[src/rtl/sim_irq_stim.sv]
// sim_irq_stim
// ------------
// Interrupt and stimulus generator for the pipelined OTTER simulation top.
// It drives NUM_CH interrupt lines. Channel 0 is the timer interrupt and
// channel 1 is the machine external interrupt. Each channel runs on its own
// and has three modes:
//   00 periodic pulse : PERIOD cycles low, then WIDTH cycles high, repeating
//   01 one-shot pulse : PERIOD cycles low, then WIDTH cycles high, then quiet
//                       until ENABLE is dropped
//   10 level-until-ack: PERIOD cycles low, then high until ACK is sampled
//   11 reserved, behaves like 00
// A free-running, saturating cycle counter is always built.
//
// Optional feature (compile-time macro SIM_IRQ_TIMEOUT_EN):
//   DONE is a sticky flag. It rises on the edge where CYCLES reaches
//   TIMEOUT_CYCLES. While DONE is high, every channel is held idle and
//   config writes are dropped. When the macro is undefined, DONE is tied
//   low and no comparator is built.
//
// Parameters:
//   NUM_CH         number of interrupt channels (1..8)
//   CNT_W          width of the period, width and phase counters
//   DEF_PERIOD     reset value of every channel's PERIOD register
//   TIMEOUT_CYCLES CYCLES value at which DONE asserts (timeout build only)
//
// Ports:
//   clk        in  single clock, rising edge
//   rst_n      in  asynchronous active-low reset
//   cfg_we     in  configuration write strobe
//   cfg_ch     in  channel selected for the write (out of range = ignored)
//   cfg_period in  low-phase length in cycles (0 behaves as 1)
//   cfg_width  in  high-phase length in cycles (0 behaves as 1)
//   cfg_mode   in  channel mode, see above
//   enable     in  per-channel run enable (level)
//   ack        in  per-channel acknowledge, honoured only while holding
//   irq        out registered interrupt lines
//   cycles     out free-running saturating cycle counter
//   done       out sticky timeout flag

module sim_irq_stim #(
    parameter int NUM_CH         = 2,
    parameter int CNT_W          = 16,
    parameter int DEF_PERIOD     = 50,
    parameter int TIMEOUT_CYCLES = 200,
    localparam int CH_W          = (NUM_CH > 1) ? $clog2(NUM_CH) : 1
) (
    input  logic              clk,
    input  logic              rst_n,
    input  logic              cfg_we,
    input  logic [CH_W-1:0]   cfg_ch,
    input  logic [CNT_W-1:0]  cfg_period,
    input  logic [CNT_W-1:0]  cfg_width,
    input  logic [1:0]        cfg_mode,
    input  logic [NUM_CH-1:0] enable,
    input  logic [NUM_CH-1:0] ack,
    output logic [NUM_CH-1:0] irq,
    output logic [31:0]       cycles,
    output logic              done
);

    typedef enum logic [2:0] {IDLE, LOW, HIGH, HOLD, SPENT} state_t;

    localparam logic [CNT_W-1:0] ONE = CNT_W'(1);

    logic [31:0] cycles_nxt;
    logic        halt;

    // The cycle counter stops at all-ones instead of wrapping.
    assign cycles_nxt = (cycles == '1) ? cycles : cycles + 32'd1;

    always_ff @(posedge clk or negedge rst_n) begin
        if (!rst_n) cycles <= '0;
        else        cycles <= cycles_nxt;
    end

`ifdef SIM_IRQ_TIMEOUT_EN
    logic done_nxt;

    // The channels are halted from the same edge that raises DONE.
    // That way IRQ never stays high for a cycle after DONE is seen.
    assign done_nxt = done | (cycles_nxt == 32'(TIMEOUT_CYCLES));
    assign halt     = done_nxt;

    always_ff @(posedge clk or negedge rst_n) begin
        if (!rst_n) done <= 1'b0;
        else        done <= done_nxt;
    end
`else
    assign done = 1'b0;
    assign halt = 1'b0;
`endif

    for (genvar g = 0; g < NUM_CH; g++) begin : g_ch
        state_t           state;
        logic [CNT_W-1:0] cnt;
        logic [CNT_W-1:0] len;
        logic [CNT_W-1:0] period_r;
        logic [CNT_W-1:0] width_r;
        logic [1:0]       mode_r;
        logic [1:0]       cur_mode;
        logic             irq_q;
        logic             wr_sel;
        logic [CNT_W-1:0] period_eff;
        logic [CNT_W-1:0] width_eff;

        assign wr_sel     = cfg_we && !halt && (32'(cfg_ch) == g);
        assign period_eff = (period_r == '0) ? ONE : period_r;
        assign width_eff  = (width_r == '0) ? ONE : width_r;
        assign irq[g]     = irq_q;

        always_ff @(posedge clk or negedge rst_n) begin
            if (!rst_n) begin
                period_r <= CNT_W'(DEF_PERIOD);
                width_r  <= ONE;
                mode_r   <= 2'b00;
            end else if (wr_sel) begin
                period_r <= cfg_period;
                width_r  <= cfg_width;
                mode_r   <= cfg_mode;
            end
        end

        // The phase length (len) and the mode are latched when a phase
        // begins. A config write landing mid-phase, or on the edge a phase
        // starts, only affects the following phase.
        always_ff @(posedge clk or negedge rst_n) begin
            if (!rst_n) begin
                state    <= IDLE;
                cnt      <= '0;
                len      <= '0;
                cur_mode <= 2'b00;
                irq_q    <= 1'b0;
            end else if (halt || !enable[g]) begin
                state <= IDLE;
                cnt   <= '0;
                irq_q <= 1'b0;
            end else begin
                case (state)
                    IDLE: begin
                        state    <= LOW;
                        cnt      <= '0;
                        len      <= period_eff;
                        cur_mode <= mode_r;
                        irq_q    <= 1'b0;
                    end
                    LOW: begin
                        if (cnt == len - ONE) begin
                            cnt   <= '0;
                            irq_q <= 1'b1;
                            if (cur_mode == 2'b10) begin
                                state <= HOLD;
                            end else begin
                                state <= HIGH;
                                len   <= width_eff;
                            end
                        end else begin
                            cnt <= cnt + ONE;
                        end
                    end
                    HIGH: begin
                        if (cnt == len - ONE) begin
                            cnt   <= '0;
                            irq_q <= 1'b0;
                            if (cur_mode == 2'b01) begin
                                state <= SPENT;
                            end else begin
                                state    <= LOW;
                                len      <= period_eff;
                                cur_mode <= mode_r;
                            end
                        end else begin
                            cnt <= cnt + ONE;
                        end
                    end
                    HOLD: begin
                        if (ack[g]) begin
                            state    <= LOW;
                            cnt      <= '0;
                            irq_q    <= 1'b0;
                            len      <= period_eff;
                            cur_mode <= mode_r;
                        end
                    end
                    SPENT: begin
                        irq_q <= 1'b0;
                    end
                    default: begin
                        state <= IDLE;
                        irq_q <= 1'b0;
                    end
                endcase
            end
        end
    end

endmodule

[config.mk]
export PLATFORM = sky130hd
export DESIGN_NAME = sim_irq_stim
export DESIGN_NICKNAME = d
export VERILOG_FILES = /design/src/rtl/sim_irq_stim.sv
export SDC_FILE = /design/constraint.sdc
export NUM_CORES = 1
export LEC_CHECK = 0
export CAP_MARGIN = 40
export CORE_ASPECT_RATIO = 0.6
export CORE_UTILIZATION = 41
export CTS_BUF_LIST = sky130_fd_sc_hd__clkbuf_4
export CTS_CLUSTER_SIZE = 10
export DETAILED_ROUTE_END_ITERATION = 8
export GPL_TIMING_DRIVEN = 0
export PLACE_DENSITY = 0.59
export SETUP_SLACK_MARGIN = 0.4
export SLEW_MARGIN = 20
export SYNTH_ARGS = -nofsm -noshare
export SYNTH_HDL_FRONTEND = slang
export SYNTH_SLANG_ARGS = --single-unit
[constraint.sdc]
create_clock -name clk -period 5.6 [get_ports clk]
set_input_delay 0.84 -clock clk [delete_from_list [all_inputs] [get_ports clk]]
set_output_delay 0.84 -clock clk [all_outputs]
set_load 0.01 [all_outputs]
==> results of run 1 <==
stage by stage:
stage	setup slack (ns)	area [sq um]
floorplan	2.56	9330
global route	1.55	10900
CTS	1.87	10900
detailed placement	1.93	10500
global placement	-4.06	10500
finish	1.88	10900
flip-flops by register name, indices dropped and copies added (netlist names):
register and flops:
cycles 32, g_ch.state 6, g_ch.mode_r 4, g_ch.len 32
g_ch.width_r 32, g_ch.irq_q 2, g_ch.cur_mode 4, g_ch.period_r 32
g_ch.cnt 32
kinds of logic after synthesis:
| family | count (synthesis) | synth area share |
|---|---|---|
| flip-flops | 176 | 0.473 |
| AO/OA/AOI/OAI | 80 | 0.0606 |
| multiplexers | 144 | 0.174 |
| AND/OR/NAND/NOR | 293 | 0.176 |
| buffers and inverters | 45 | 0.0224 |
| other | 1 | 0.000402 |
| adder cells (fa/ha/maj) | 5 | 0.00671 |
| XOR/XNOR | 92 | 0.0864 |
power by group:
part | internal (mW) | total, mW | switching, mW
sequential | 1.43 | 1.60 | 0.174
combinational | 0.348 | 0.689 | 0.340
clock | 0.373 | 0.839 | 0.467
total | 2.15 | 3.13 | 0.981
cell usage after synthesis, drive strengths merged, types with 10 or more instances:
cell	n
a31oi	10
o21ai	12
clkbuf	20
nand4	24
a21oi	18
buf	16
nor2b	17
nand3	33
xor2	30
nand2	56
nor4	26
dfrtp	168
nand2b	15
nor2	51
mux2i	17
nor3	19
xnor2	62
mux2	127
cell usage in the layout, fill, tap and decap left out, types with 10 or more instances in the layout:
cell	instances
a21oi_1	18
a31oi_1	10
clkbuf_1	20
clkbuf_4	20
clkdlybuf4s50_1	74
dfrtp_1	168
mux2_1	24
mux2_2	96
mux2i_1	17
nand2_1	56
nand2b_1	15
nand3_1	33
nand4_1	24
nor2_1	51
nor2b_1	17
nor3_1	18
nor4_1	23
xnor2_1	62
xor2_1	30
worst min-delay path by stage:
stage | slack [ns] | endpoint | startpoint | depth (start not counted)
finish | 0.12 | g_ch[1].cnt[12] | rst_n | 1
global route | 0.08 | g_ch[1].len[1] | rst_n | 1
CTS | 0.07 | g_ch[1].len[1] | rst_n | 1
detailed placement | 0.49 | cycles[21] | cycles[21] | 1
global placement | 0.49 | cycles[21] | cycles[21] | 1
floorplan | 0.45 | g_ch[1].cur_mode[0] | g_ch[1].mode_r[0] | 1
layer usage:
layer	GRT usage	up-vias
met5	0	-
met2	0.225	145
met3	0.0513	11
met1	0.358	3362
li1	-	3210
met4	0.0465	0
layout make-up:
cell class	count	area share
clock inverter	12	0.0166
tap	308	0.0355
timing repair buffer	77	0.0747
inverter	9	0.00311
multi-input combinational	615	0.433
sequential	176	0.407
clock buffer	20	0.0138
buffer	36	0.0161
worst max-delay path: stages, from the launching register on:
cell and delay, ns:
dfrtp_1 0.46, inv_1 0.10, ha_1 0.34, nor4b_4 0.41
nand4b_1 0.27, nor4b_1 0.31, nor2_1 0.11, a2111oi_4 0.57
nand3_1 0.18, a21o_1 0.20, buf_2 0.17, buf_6 0.18
mux2_4 0.30
==> impl_metrics.json, run 1 <==
{
  "met1_length_mm": 13.0,
  "fillers": 2074,
  "numPlacedInstances": 1221,
  "clock.fmax_mhz": 269,
  "fin_util": 0.489,
  "r2r_cells": 12,
  "cts_buffers": 17,
  "cts_tree": "built",
  "cts_hold_buffers": 0,
  "grt_usage": 0.202,
  "vdd_drop_max_mv": 0.141,
  "clk_pin_slew_worst_paths_ns": 0.15,
  "core_sq_mm": 0.0222,
  "drive_gt1_frac": 0.179,
  "gp_congestion": 0.854,
  "fin_cells": 1253,
  "drv_cap": 0,
  "setup_tns_ns": 0,
  "drc": 0,
  "cts_max_level": 4,
  "nNetsFinal": 979,
  "wl_met2_mm": 7.83,
  "synth_edf_count": 0,
  "synthTopCellsByArea": "dfrtp_1 (45%), mux2_2 (12%), xnor2_1 (5.8%), mux2_1 (2.9%), xor2_1 (2.8%)",
  "power.total_mw": 3.13,
  "critPathLaunch": "g_ch[1].len[0]",
  "root_buffer": "clkbuf_4",
  "cp.required_ns": 6.08,
  "critPathKind": "reg -> reg",
  "route.met3.wl_mm": 1.37,
  "multi_input_area_sq_mm": 0.00470,
  "viasPerCell": 5.37,
  "synth_top_cell_by_area": "dfrtp_1",
  "dieArea_sq_mm": 0.0234,
  "wl_mm": 22.4,
  "worst_slew_pin_slew_ns": 0.798,
  "wl_per_cell_um": 17.9,
  "startpoint_type": "flop",
  "r2r_start": "g_ch[1].len[0]",
  "rsz0062_at_grt": "no",
  "synth_warnings": 0,
  "ys_ff_latch": 176,
  "slew_violations": 0,
  "ctsResizeCount": 0,
  "slew_headroom": 0.464,
  "whs_ns": 0.119,
  "synth.yosys.seq_area_share": 0.473,
  "path_max_fanout": 10,
  "ff_latch_area_sq_mm": 0.00441,
  "period_share": 0.664,
  "clk_latency_ns": 0.60,
  "hold_path.class": "in -> async",
  "synth_cells": 836,
  "drt_iter0_markers": 464,
  "finalHoldViolCount": 0,
  "status": "finished clean",
  "clock-skew-final_ns": 0.0229,
  "p_leak_nw": 4.40,
  "num_vias": 6728,
  "cp-endpoint": "g_ch[1].len[11]",
  "syn_area_sq_mm": 0.00933,
  "grt_start_max_net_pins": 80,
  "num_antenna_cells": 0,
  "grt_pass1_wl_mm": 36.1,
  "syn2layout_area_growth_pct": 16.4,
  "rows": 42,
  "die_w_um": 197,
  "worstSetupEndpointType": "flop",
  "firstDrtPassIters": 5,
  "io_buffers": 75,
  "synth_top_area_share": 0.451,
  "synth_nets": 883,
  "setup_viol": 0,
  "cts_max_path_buffers": 2,
  "top_layer": "met4",
  "die_y_um": 119,
  "syn_area_per_cell_sq_um": 11.2,
  "synth_cell_types": 66,
  "dp_hpwl_mm": 17.1,
  "worstReg2RegEnd": "g_ch[1].len[11]",
  "grt_overflow_total": 0,
  "ys.flop_type": "dfrtp_1",
  "grt_pass1_vias": 6232,
  "cts_sinks": 176,
  "synth-async-reset-ratio": 1.00,
  "ant_nets": 0,
  "io_pins": 77,
  "antenna_found_initial": 0,
  "start_util": 0.421,
  "cts_setup_buffers": 0,
  "fin_crit_ns": 3.72,
  "powerDensity_mw_per_mm2": 289,
  "critPathArrivalTime_ns": 4.20,
  "r2r_slack_ns": 1.88
}
No activity file was read; power rests on OpenSTA's default activity.
==> run 2, diff against run 1 <==
==> constraint.sdc (replaced) <==
create_clock -name clk -period 3.8 [get_ports clk]
set_input_delay 0.57 -clock clk [delete_from_list [all_inputs] [get_ports clk]]
set_output_delay 0.57 -clock clk [all_outputs]
set_load 0.01 [all_outputs]
==> run 2 against run 1 <==
- die area is the same
- clock-buffer cell count is the same
- global-route usage up 0.15 points
- critical path depth did not move
- hold slack improved by 0.32 ns
- clock skew shrank 0.00077 ns
- combinational power grew 65%
- sequential cell count unchanged
==> impl_metrics.json, run 2 (synthesis results as in run 1) <==
{
  "status": "finished clean",
  "switching_share": 0.315,
  "cts_max_level": 4,
  "worst-path-buf-inv": 3,
  "rsz0062_at_grt": "yes",
  "fin_util": 0.502,
  "final_common_cell": "dfrtp_1",
  "power_frac_clock": 0.261,
  "clock.fmax_mhz": 305,
  "r2r_slack_ns": 0.52,
  "r2r_start": "g_ch[1].len[1]",
  "grt_usage": 0.204,
  "gp_congestion": 0.854,
  "crit_slowest_cell": "nor4_2",
  "path_delay_family": "simple AND/OR/NAND/NOR gates",
  "core_sq_mm": 0.0222,
  "slew_violations": 0,
  "rows": 42,
  "power.total_mw": 4.75,
  "top_layer": "met4",
  "num_antenna_cells": 0,
  "drv_cap": 0,
  "root_buffer": "clkbuf_4",
  "clk_pin_slew_worst_paths_ns": 0.15,
  "critPathMaxStageDelay_ns": 0.57,
  "worst_slew_pin_slew_ns": 0.822,
  "firstDrtPassIters": 5,
  "period_share": 0.864,
  "fin_ws_ns": 0.517,
  "r2r_cells": 12,
  "path_max_fanout": 10,
  "setup_viol": 0,
  "io_pins": 77,
  "syn2layout_area_growth_pct": 19.5,
  "cp.required_ns": 4.28,
  "drive_gt1_frac": 0.212,
  "p_leak_nw": 4.53,
  "startpoint_type": "flop",
  "worst-path-stages": 12,
  "viasPerCell": 5.38,
  "worstSetupEndpointType": "flop",
  "met1_length_mm": 13.0,
  "drt_iter0_markers": 416,
  "antenna_found_initial": 0,
  "slew_headroom": 0.448,
  "combPwrFrac": 0.240,
  "die_w_um": 197,
  "cts_max_path_buffers": 2,
  "die_y_um": 119,
  "grt_pass1_wl_mm": 36.4,
  "io_buffers": 75,
  "finalHoldViolCount": 0,
  "wl_per_cell_um": 17.8,
  "grt_overflow_total": 0,
  "wl_met2_mm": 8.06,
  "p_seq_frac": 0.498,
  "p_int_mw": 3.25,
  "powerDensity_mw_per_mm2": 426,
  "clock-skew-final_ns": 0.0222,
  "fin_crit_ns": 3.28,
  "grt_start_max_net_pins": 80,
  "whs_ns": 0.444,
  "nNetsFinal": 999,
  "wl_mm": 22.7,
  "path_cells": "inv_2, ha_4, or4b_4, nor2_1, xor2_1, a311oi_1, nor4_2, a31oi_1, a21o_1, buf_6, buf_12, mux2_4",
  "final_cell_mix": "dfrtp_1 (168), mux2_2 (95), clkdlybuf4s50_1 (74), xnor2_1 (61), nand2_1 (56)",
  "cts_tree": "built",
  "grt_pass1_vias": 6303,
  "start_util": 0.421,
  "critPathArrivalTime_ns": 3.77,
  "dp_hpwl_mm": 17.1,
  "dieArea_sq_mm": 0.0234,
  "drc": 0,
  "clk_latency_ns": 0.61,
  "num_vias": 6849,
  "cts_sinks": 176,
  "pre_cts_slack_ns": 0.134,
  "worstReg2RegEnd": "g_ch[1].len[11]",
  "p_switching_mw": 1.49,
  "vdd_drop_max_mv": 0.210,
  "ant_nets": 0,
  "hold_path.class": "in -> async",
  "route.met3.wl_mm": 1.40,
  "cts_buffers": 17,
  "critPathKind": "reg -> reg"
}
==> run 2: metrics by stage <==
stage               TNS, ns  instance area (sq um)  std cells
floorplan                 0                   9330        836
global placement    -961.04                  10500       1219
detailed placement        0                  10500       1221
CTS                       0                  10900       1260
global route              0                  11100       1273
finish                    0                  11100       1273
==> run 2: cell type report <==
| cell class | count | area [sq um] |
|---|---|---|
| multi-input cells | 615 | 4800 |
| well taps | 308 | 385 |
| flip-flops and latches | 176 | 4410 |
| inverters | 9 | 33.8 |
| fillers | 2059 | 11000 |
| clock buffers | 20 | 150 |
| plain buffers | 36 | 213 |
| clock inverters | 12 | 180 |
| repair buffers | 97 | 967 |
==> run 2: worst max-delay path by stage <==
stage | startpoint | endpoint | slack [ns]
final | g_ch[1].len[1] | g_ch[1].len[11] | 0.52
after global routing | g_ch[0].len[0] | g_ch[0].len[11] | 0.35
after CTS | g_ch[1].len[2] | g_ch[1].len[11] | 0.41
after detailed placement | g_ch[1].len[0] | g_ch[1].len[11] | 0.13
after global placement | rst_n | g_ch[0].state[0] | -5.59
after floorplan | g_ch[0].len[0] | g_ch[0].len[10] | 0.76
==> run 2: what timing repair did <==
item,in CTS,in global routing
hold endpoints to repair,31,0
pin swaps,6,9
hold buffers,1,0
buffers inserted,6,13
resized for setup,6,30
setup endpoints to repair,50,54
==> run 2: power groups by stage <==
| stage | Clock (mW) | Combinational (mW) | Sequential, mW |
|---|---|---|---|
| after detailed placement | 0 | 1.01 | 2.39 |
| after CTS | 1.28 | 1.06 | 2.35 |
| after global placement | 0 | 0.985 | 2.40 |
| after global routing | 1.37 | 1.24 | 2.40 |
| final | 1.24 | 1.14 | 2.37 |
| after floorplan | 0 | 0.761 | 2.30 |
==> run 2: metal layers <==
metal	vias to the layer above	track usage
met5	-	0
met4	0	0.0465
met2	149	0.229
li1	3256	-
met1	3431	0.359
met3	13	0.0513
==> run 3, diff against run 2 <==
--- a/config.mk
+++ b/config.mk
@@ -9,6 +9,7 @@
 export CORE_ASPECT_RATIO = 0.6
 export CORE_UTILIZATION = 41
 export CTS_BUF_LIST = sky130_fd_sc_hd__clkbuf_4
+export CTS_CLUSTER_DIAMETER = 120
 export CTS_CLUSTER_SIZE = 10
 export DETAILED_ROUTE_END_ITERATION = 8
 export GPL_TIMING_DRIVEN = 0
==> results of run 3 <==
The final DEF is identical to that of run 2; final timing and power are the same.
